`src/rtl/bram_pkg.sv`:
```
// Shared defaults and state encoding for the display-BRAM sequencing logic.
package bram_pkg;

  localparam int unsigned ADDR_W_DEF   = 5;
  localparam int unsigned DATA_W_DEF   = 8;
  localparam int unsigned SCAN_DIV_DEF = 50_000_000;

  localparam logic [1:0] S_IDLE  = 2'd0;
  localparam logic [1:0] S_WRITE = 2'd1;
  localparam logic [1:0] S_CLEAR = 2'd2;

  typedef enum logic [1:0] {
    StIdle  = S_IDLE,
    StWrite = S_WRITE,
    StClear = S_CLEAR
  } state_e;

endpackage

```
`src/rtl/tick_gen.sv`:
```
// Free-running prescaler: one-cycle tick every DIV enabled cycles, holds while en is low.
module tick_gen #(
  parameter int unsigned DIV = 4
) (
  input  logic clk,
  input  logic rst,
  input  logic en,
  output logic tick
);

  localparam int unsigned CW = (DIV > 1) ? $clog2(DIV) : 1;
  localparam logic [CW-1:0] LAST = CW'(DIV - 1);

  logic [CW-1:0] cnt_q, cnt_d;

  always_comb begin
    tick  = en && (cnt_q == LAST);
    cnt_d = cnt_q;
    if (en) begin
      cnt_d = tick ? '0 : cnt_q + CW'(1);
    end
  end

  always_ff @(posedge clk) begin
    if (rst) begin
      cnt_q <= '0;
    end else begin
      cnt_q <= cnt_d;
    end
  end

endmodule

```
`src/rtl/bram_seq_ctrl.sv`:
```
// Arbitrates the single BRAM port between manual write, manual step, auto-scan and full clear.
module bram_seq_ctrl
  import bram_pkg::*;
#(
  parameter int unsigned ADDR_W   = ADDR_W_DEF,
  parameter int unsigned DATA_W   = DATA_W_DEF,
  parameter int unsigned SCAN_DIV = SCAN_DIV_DEF,
  parameter int unsigned RD_LAT   = 1
) (
  input  logic              clk,
  input  logic              rst,
  input  logic              inc_btn,
  input  logic              wr_btn,
  input  logic              clr_req,
  input  logic              scan_en,
  input  logic [DATA_W-1:0] data_sw,
  output logic [ADDR_W-1:0] mem_addr,
  output logic [DATA_W-1:0] mem_wdata,
  output logic              mem_we,
  output logic [ADDR_W-1:0] disp_addr,
  output logic              busy
);

  localparam logic [ADDR_W-1:0] LAST_ADDR = '1;

  state_e            state_q, state_d;
  logic [ADDR_W-1:0] cur_addr_q, cur_addr_d;
  logic [ADDR_W-1:0] clr_cnt_q, clr_cnt_d;
  logic [ADDR_W-1:0] mem_addr_d;
  logic [DATA_W-1:0] mem_wdata_d;
  logic              mem_we_d, busy_d;
  logic              inc_q, wr_q;
  logic              inc_pending_q, inc_pending_d;
  logic              clr_pending_q, clr_pending_d;
  logic              inc_edge, wr_edge;
  logic              scan_tick, scan_rst, scan_run;
  logic [ADDR_W-1:0] disp_pipe_q [RD_LAT];

  assign inc_edge = inc_btn & ~inc_q;
  assign wr_edge  = wr_btn & ~wr_q;

  // Prescaler restarts whenever scanning is off and freezes outside IDLE.
  assign scan_rst = rst | ~scan_en;
  assign scan_run = scan_en & (state_q == StIdle);

  tick_gen #(
    .DIV (SCAN_DIV)
  ) u_tick_gen (
    .clk  (clk),
    .rst  (scan_rst),
    .en   (scan_run),
    .tick (scan_tick)
  );

  always_comb begin
    state_d       = state_q;
    cur_addr_d    = cur_addr_q;
    clr_cnt_d     = clr_cnt_q;
    mem_wdata_d   = mem_wdata;
    busy_d        = busy;
    inc_pending_d = inc_pending_q;
    clr_pending_d = clr_pending_q | clr_req;

    unique case (state_q)
      StIdle: begin
        if (clr_pending_q) begin
          state_d       = StClear;
          clr_pending_d = 1'b0;
          clr_cnt_d     = '0;
          busy_d        = 1'b1;
        end else if (wr_edge) begin
          state_d     = StWrite;
          mem_wdata_d = data_sw;
          if (inc_edge) begin
            inc_pending_d = 1'b1;
          end
        end else if (inc_edge || inc_pending_q || scan_tick) begin
          cur_addr_d    = cur_addr_q + ADDR_W'(1);
          inc_pending_d = 1'b0;
        end
      end
      StWrite: begin
        state_d = StIdle;
        if (inc_edge) begin
          inc_pending_d = 1'b1;
        end
      end
      StClear: begin
        clr_pending_d = clr_pending_q;
        inc_pending_d = 1'b0;
        if (clr_cnt_q == LAST_ADDR) begin
          state_d    = StIdle;
          cur_addr_d = '0;
          busy_d     = 1'b0;
        end else begin
          clr_cnt_d = clr_cnt_q + ADDR_W'(1);
        end
      end
      default: state_d = StIdle;
    endcase

    // Outputs are registered against the next state so they line up with it.
    if (state_d == StClear) begin
      mem_wdata_d = '0;
    end
    mem_we_d   = (state_d != StIdle);
    mem_addr_d = (state_d == StClear) ? clr_cnt_d : cur_addr_d;
  end

  always_ff @(posedge clk) begin
    if (rst) begin
      state_q       <= StIdle;
      cur_addr_q    <= '0;
      clr_cnt_q     <= '0;
      mem_addr      <= '0;
      mem_wdata     <= '0;
      mem_we        <= 1'b0;
      busy          <= 1'b0;
      inc_q         <= 1'b0;
      wr_q          <= 1'b0;
      inc_pending_q <= 1'b0;
      clr_pending_q <= 1'b0;
    end else begin
      state_q       <= state_d;
      cur_addr_q    <= cur_addr_d;
      clr_cnt_q     <= clr_cnt_d;
      mem_addr      <= mem_addr_d;
      mem_wdata     <= mem_wdata_d;
      mem_we        <= mem_we_d;
      busy          <= busy_d;
      inc_q         <= inc_btn;
      wr_q          <= wr_btn;
      inc_pending_q <= inc_pending_d;
      clr_pending_q <= clr_pending_d;
    end
  end

  // Address pipeline matching the BRAM read latency.
  always_ff @(posedge clk) begin
    if (rst) begin
      for (int i = 0; i < int'(RD_LAT); i++) begin
        disp_pipe_q[i] <= '0;
      end
    end else begin
      disp_pipe_q[0] <= mem_addr;
      for (int i = 1; i < int'(RD_LAT); i++) begin
        disp_pipe_q[i] <= disp_pipe_q[i-1];
      end
    end
  end

  assign disp_addr = disp_pipe_q[RD_LAT-1];

endmodule

```
`config.mk`:
```
export PLATFORM = sky130hd
export DESIGN_NAME = bram_seq_ctrl
export DESIGN_NICKNAME = d
export VERILOG_FILES = /design/src/rtl/bram_pkg.sv /design/src/rtl/tick_gen.sv /design/src/rtl/bram_seq_ctrl.sv
export SDC_FILE = /design/constraint.sdc
export NUM_CORES = 1
export LEC_CHECK = 0
export ABC_CLOCK_PERIOD_IN_PS = 3350
export CORE_MARGIN = 2
export CORE_UTILIZATION = 35
export DETAILED_ROUTE_END_ITERATION = 8
export PLACE_DENSITY = 0.65
export SLEW_MARGIN = 20
export SYNTH_ARGS = -nofsm -noshare
export SYNTH_HDL_FRONTEND = slang
export SYNTH_HIERARCHICAL = 1
export SYNTH_SLANG_ARGS = --single-unit
```
`constraint.sdc`:
```
create_clock -name clk -period 3.35 [get_ports clk]
set_clock_uncertainty 0.1 [all_clocks]
set_input_delay 0.67 -clock clk [delete_from_list [all_inputs] [get_ports clk]]
set_output_delay 0.67 -clock clk [all_outputs]
set_load 0.005 [all_outputs]
```
Yosys cells after proc, flatten, opt, wreduce, memory -nomap -nowiden:

Memories as Yosys holds them, arrays and structs flattened.
Index checks and enable logic that the tools add are counted.

* input port bits: 14
* register bits after elaboration: 57
* word-level logic and storage cells: 75
* output and inout port bits: 20
* memory bits (writable): 5
* memories kept: 1

Memory list
* disp_pipe_q: depth 1, bits a word 5, read ports 1, clocked after Yosys merged registers in 0, wr ports 1, line bram_seq_ctrl.sv:37 `logic [ADDR_W-1:0] disp_pipe_q [RD_LAT];`

* bitwise gates (word level): 9
* eq/ne operators: 9
* muxes and demuxes: 29
* $add $sub $neg: 3
* reduce and logical (&&, ||, !) cells: 12

Operators by type and width (count)
* 5-bit 2-to-1 mux: 8
* 26-bit by 1-bit adder with 26-bit output (second input constant): 1
* 26-bit equality test (second input constant): 1
* 26-bit 2-to-1 mux: 1
* 5-bit one-hot mux with 2 select lines: 2
* 1-bit 2-to-1 mux: 11
* 5-bit by 1-bit adder with 5-bit output (second input constant): 2
* 3-bit AND reduction: 3
* 2-bit 2-to-1 mux: 3
* 2-bit inequality test (second input constant): 3
* 5-bit equality test (second input constant): 1
* 5-bit OR reduction: 1
* 2-bit equality test (second input constant): 2
* 1-bit NOT: 4
* 1-bit one-hot mux with 2 select lines: 2
* 2-bit one-hot mux with 2 select lines: 1
* 2-bit nonzero test: 2
* 1-bit AND: 3
* 3-bit by 2-bit inequality test with 1-bit output (second input constant): 1
* 1-bit one-hot mux with 3 select lines: 1
* 3-bit nonzero test: 1
* 2-bit by 1-bit equality test with 1-bit output (second input constant): 1
* 2-bit zero test: 1
* 1-bit logical OR: 2
* other kinds (3): 4

Longest topological paths before layout:

* depth in word-level cells: 9
* gate-level depth with buffers: 11
* depth with buffers taken out: 10

By module:

The synthesis kept the hierarchy.

Modules (own cells, without submodules)
* bram_seq_ctrl: instances 1, area an instance 1705.4 µm², cells each 180, sequential area each 720.7 µm²
* tick_gen: instances 1, area an instance 1421.4 µm², cells each 152, sequential area each 520.5 µm²

Worst setup path after synthesis:

No wires, ideal clock.

* path kind: flip-flop to flip-flop
* start point: register state_q[0]
* end point: register mem_addr[1]
* cell stages (with the launch flop): 12
* clock period less this slack: 2897 ps
* path slack: 453 ps
* arrival: 2663 ps
* buffers on the path: 1
* data required time: 3116 ps
* library setup time: 134 ps
* path through: dfxtp_1 > inv_1 > ha_1 > clkbuf_1 > and2_1 > and3_2 > nand3_1 > nor4_1 > nor2_1 > a211o_1 > a221oi_1 > a2bb2oi_1

* word-level cells in the longest chain between the ends: 9
* elaborated cells between the ends (all ways): 16
* classes of those cells: eq/ne: 2; mux: 10; bitwise: 1; reduce/logical: 3

RTL lines
* start, declared: line bram_seq_ctrl.sv:26 `state_e state_q, state_d;`
* start signal, assigned: line bram_seq_ctrl.sv:112 `state_q <= StIdle;`
* start signal, assigned: line bram_seq_ctrl.sv:124 `state_q <= state_d;`
* 2-bit zero test: line bram_seq_ctrl.sv:44 `assign scan_run = scan_en & (state_q == StIdle);`
* 1-bit AND: line bram_seq_ctrl.sv:44
* named net scan_run: line bram_seq_ctrl.sv:36 `logic scan_tick, scan_rst, scan_run;`
* 1-bit logical AND: line tick_gen.sv:17 `tick = en && (cnt_q == LAST);`
* named net scan_tick: line bram_seq_ctrl.sv:36
* 1-bit logical OR: line bram_seq_ctrl.sv:77 `end else if (inc_edge || inc_pending_q || scan_tick) begin`
* 5-bit 2-to-1 mux: line bram_seq_ctrl.sv:77
* 5-bit 2-to-1 mux: line bram_seq_ctrl.sv:71 `end else if (wr_edge) begin`
* 5-bit 2-to-1 mux: line bram_seq_ctrl.sv:66 `if (clr_pending_q) begin`
* 5-bit one-hot mux with 2 select lines: line bram_seq_ctrl.sv:64 `unique case (state_q)`
* 5-bit 2-to-1 mux: line bram_seq_ctrl.sv:107 `mem_addr_d = (state_d == StClear) ? clr_cnt_d : cur_addr_d;`
* end signal, assigned: line bram_seq_ctrl.sv:127 `mem_addr <= mem_addr_d;`
* end, declared: line bram_seq_ctrl.sv:17 `output logic [ADDR_W-1:0] mem_addr,`

The timed path passes the listed nets, and every way through them passes these cells.
A chain may end at the register's enable or synchronous reset.

Worst setup path in the final report:

* start point: input scan_en
* end point: register mem_addr[1]

* word-level cells in the longest chain between the ends: 8

RTL lines
* start, declared: line bram_seq_ctrl.sv:15 `input logic scan_en,`
* 1-bit AND: line bram_seq_ctrl.sv:44
* named net scan_run: line bram_seq_ctrl.sv:36
* 1-bit logical AND: line tick_gen.sv:17
* named net scan_tick: line bram_seq_ctrl.sv:36
* 1-bit logical OR: line bram_seq_ctrl.sv:77
* 5-bit 2-to-1 mux: line bram_seq_ctrl.sv:77
* 5-bit 2-to-1 mux: line bram_seq_ctrl.sv:71
* 5-bit 2-to-1 mux: line bram_seq_ctrl.sv:66
* 5-bit one-hot mux with 2 select lines: line bram_seq_ctrl.sv:64
* 5-bit 2-to-1 mux: line bram_seq_ctrl.sv:107

The timed path passes the listed nets, and every way through them passes these cells.

==> impl_metrics.env <==
export IMPL_postCtsHoldBufs=0
export IMPL_nNetsFinal=390
export IMPL_slowest_delay_ns=0.47
export IMPL_drtAntennaViolNets=0
export IMPL_die_x_um=98.5
export IMPL_vias=2614
export IMPL_yosysUniqueCellTypes=63
export IMPL_n_antenna_cell=0
export IMPL_status="finished clean"
export IMPL_chipHeight_um=98.5
export IMPL_maxSlewHeadroom_pct=59.6
export IMPL_synth_edf_count=0
export IMPL_gp_congestion=0.849
export IMPL_finalSetupTns_ns=0
export IMPL_period_needed_ns=2.72
export IMPL_power_w=0.00167
export IMPL_rrSetupSlack_ns=0.66
export IMPL_antenna_found_initial=0
export IMPL_clock_fmax_mhz=368
export IMPL_seq_area_frac_synth_pct=39.7
export IMPL_globalRouteTotalUtil_pct=14.7
export IMPL_wl_um=6960
export IMPL_cts_path_max_buffers=2
export IMPL_cp_end_kind="register"
export IMPL_hold_viol=0
export IMPL_core_area_sq_um=8680
export IMPL_slowest_stage="clkdlybuf4s50_1"
export IMPL_cts_setup_buffers=0
export IMPL_finalCritPeriodShare_pct=81.1
export IMPL_r2r_end="mem_addr[1]"
export IMPL_syn_area_sq_um=3130
export IMPL_start_util_pct=36.0
export IMPL_root_buffer="clkbuf_8"
export IMPL_hold_start="mem_addr[0]"
export IMPL_drv_slew=0
export IMPL_synth_main_ff_cell="dfxtp_1"
export IMPL_worstPathRequired_ns=3.46
export IMPL_final_common_cell="dfxtp_1"
export IMPL_hold_end="disp_pipe_q[0][0]"
export IMPL_arrival_ns=2.83
export IMPL_drt_pre_antenna_iters=4
export IMPL_grt_pass1_vias=2487
export IMPL_hold_path_depth=1
export IMPL_cp_start_kind="input port"
export IMPL_insertion_delay_ns=0.33
export IMPL_port_buffers=33
export IMPL_hold_path_class="reg -> reg"
export IMPL_clock_sinks=62
export IMPL_drc_errors=0
export IMPL_critical_path_class="in -> reg"
export IMPL_max_vdd_ir_drop_uv=263
export IMPL_dieArea_sq_um=9710
export IMPL_cts_resized=0
export IMPL_drive_gt1_share_pct=16.3
export IMPL_finalSetupViolations=0
export IMPL_finish_utilization_pct=43.0
export IMPL_wl_per_cell_um=14.4
export IMPL_cap_viol_max_count=0
export IMPL_reg2reg_from="state_q[0]"
export IMPL_drt_initial_drc_count=123
export IMPL_synth_seq_cells=62
export IMPL_synthCells=332
export IMPL_synth_net_count=353
export IMPL_cts_htree_levels=3
export IMPL_synth_area_per_cell_sq_um=9.42
export IMPL_worst_slew_pin_slew_ns=0.601
export IMPL_cts_tree="done"
export IMPL_worstPathCellList="clkdlybuf4s50_1, and2_1, and3_2, nand3_1, nor4_1, nor2_1, a211o_1, a221oi_1, a2bb2oi_1"
export IMPL_gr_total_overflow=0
export IMPL_numCtsBuffers=9
export IMPL_rsz0062_at_grt="no"
export IMPL_grt_max_degree=23
export IMPL_grt_pass1_wl_um=11800
export IMPL_cp_max_fo=3
export IMPL_io_pins=34
export IMPL_clk_pin_slew_ns=0.07
export IMPL_area_delta_synth_final_pct=19.4
export IMPL_mostFrequentLayoutCells="62 x dfxtp_1, 33 x clkdlybuf4s50_1, 23 x nor2_1"
export IMPL_power_density_nw_per_um2=447
export IMPL_async_reset_ff_share_pct=0
export IMPL_viasPerCell=5.42
export IMPL_rows=34
export IMPL_r2r_cells=10
export IMPL_dp_hpwl_um=5000
export IMPL_p_leak_nw=1.30
export IMPL_ys_warn_count=6
export IMPL_holdWs_ns=0.380
==> Yosys cell counts, types with 3 or more instances <==
master	number	area share, %
nand3b_1	3	0.72
and4_1	4	1.1
nand2_1	16	1.9
a21oi_2	9	2.5
a2bb2oi_1	3	0.84
nor2b_1	16	3.2
inv_1	6	0.72
a22oi_1	3	0.72
dfxtp_1	62	40
xnor2_1	5	1.4
buf_6	6	2.2
or4_1	8	1.9
nand2b_1	6	1.2
a221oi_1	4	1.1
o31ai_1	10	2.4
mux2i_1	8	2.6
nor2_1	23	2.8
o21ai_0	6	0.96
a21oi_1	12	1.9
ha_1	7	2.8
and3_1	5	1.0
nand4_1	11	2.2
xor2_1	8	2.2
clkbuf_1	6	0.72
nor4_1	5	1.0
nand3_1	11	1.8
nor2_2	11	2.2
and2_1	8	1.6
==> worst max path at each step <==
stage	from	slack [ns]	cells past startpoint	endpoint
2_1_floorplan	state_q[0]	0.45	11	mem_addr[1]
3_3_place_gp	scan_en	0.38	9	mem_addr[1]
3_5_place_dp	scan_en	0.26	9	mem_addr[1]
4_1_cts	scan_en	0.65	9	mem_addr[1]
5_1_grt	state_q[0]	0.38	10	mem_addr[0]
6_report	scan_en	0.63	9	mem_addr[1]
==> registers in the layout (all words and copies together), names as in the netlist <==
| register | count |
|---|---|
| busy | 1 |
| clr_cnt_q | 5 |
| clr_pending_q | 1 |
| cur_addr_q | 5 |
| disp_pipe_q | 5 |
| inc_pending_q | 1 |
| inc_q | 1 |
| mem_addr | 5 |
| mem_wdata | 8 |
| mem_we | 1 |
| state_q | 2 |
| u_tick_gen/cnt_q | 26 |
| wr_q | 1 |
==> area by class of cell <==
class                   instances  area, sq um
inverters                       6         22.5
fillers                       880         4940
well taps                     108          135
repair buffers                 41          390
flip-flops and latches         62         1240
clock buffers                  10          128
clock inverters                 6         62.6
multi-input cells             249         1760
==> power breakdown <==
group	internal [W]	switching (W)	leakage, nW	total [W]
clock network	0.000341	0.000294	0.0883	0.000634
logic	0.000122	0.000112	0.709	0.000234
registers	0.000772	0.0000279	0.503	0.000800
==> layer usage <==
| metal | GRT usage [%] | up-vias | wire (um) |
|---|---|---|---|
| met3 | 5.11 | 2 | 274 |
| li1 | - | 1300 | - |
| met4 | 2.85 | 0 | 8 |
| met5 | 0 | - | 0 |
| met2 | 24.7 | 42 | 3540 |
| met1 | 18.5 | 1270 | 3130 |
==> kinds of logic after synthesis <==
| family | synth area share, % |
|---|---|
| adder cells (fa/ha/maj) | 2.80 |
| buffers and inverters | 4.16 |
| XOR/XNOR | 3.64 |
| AND/OR/NAND/NOR | 29.1 |
| AO/OA/AOI/OAI | 17.3 |
| flip-flops | 39.7 |
| multiplexers | 3.28 |
==> metrics by stage <==
stage | instances | worst slack (ns) | cell area [sq um]
after detailed placement | 466 | 0.265 | 3540
after global routing | 482 | 0.380 | 3730
after CTS | 482 | 0.655 | 3730
after floorplan | 332 | 0.453 | 3130
after global placement | 466 | 0.375 | 3540
final | 482 | 0.632 | 3730
==> critical path: cells and delay by family <==
family / cells / cell delay, ns
buffers and inverters: 1 / 0.47
AO/OA/AOI/OAI: 3 / 0.78
AND/OR/NAND/NOR: 5 / 0.91
Note: power is estimated with default switching activity, not from simulation.
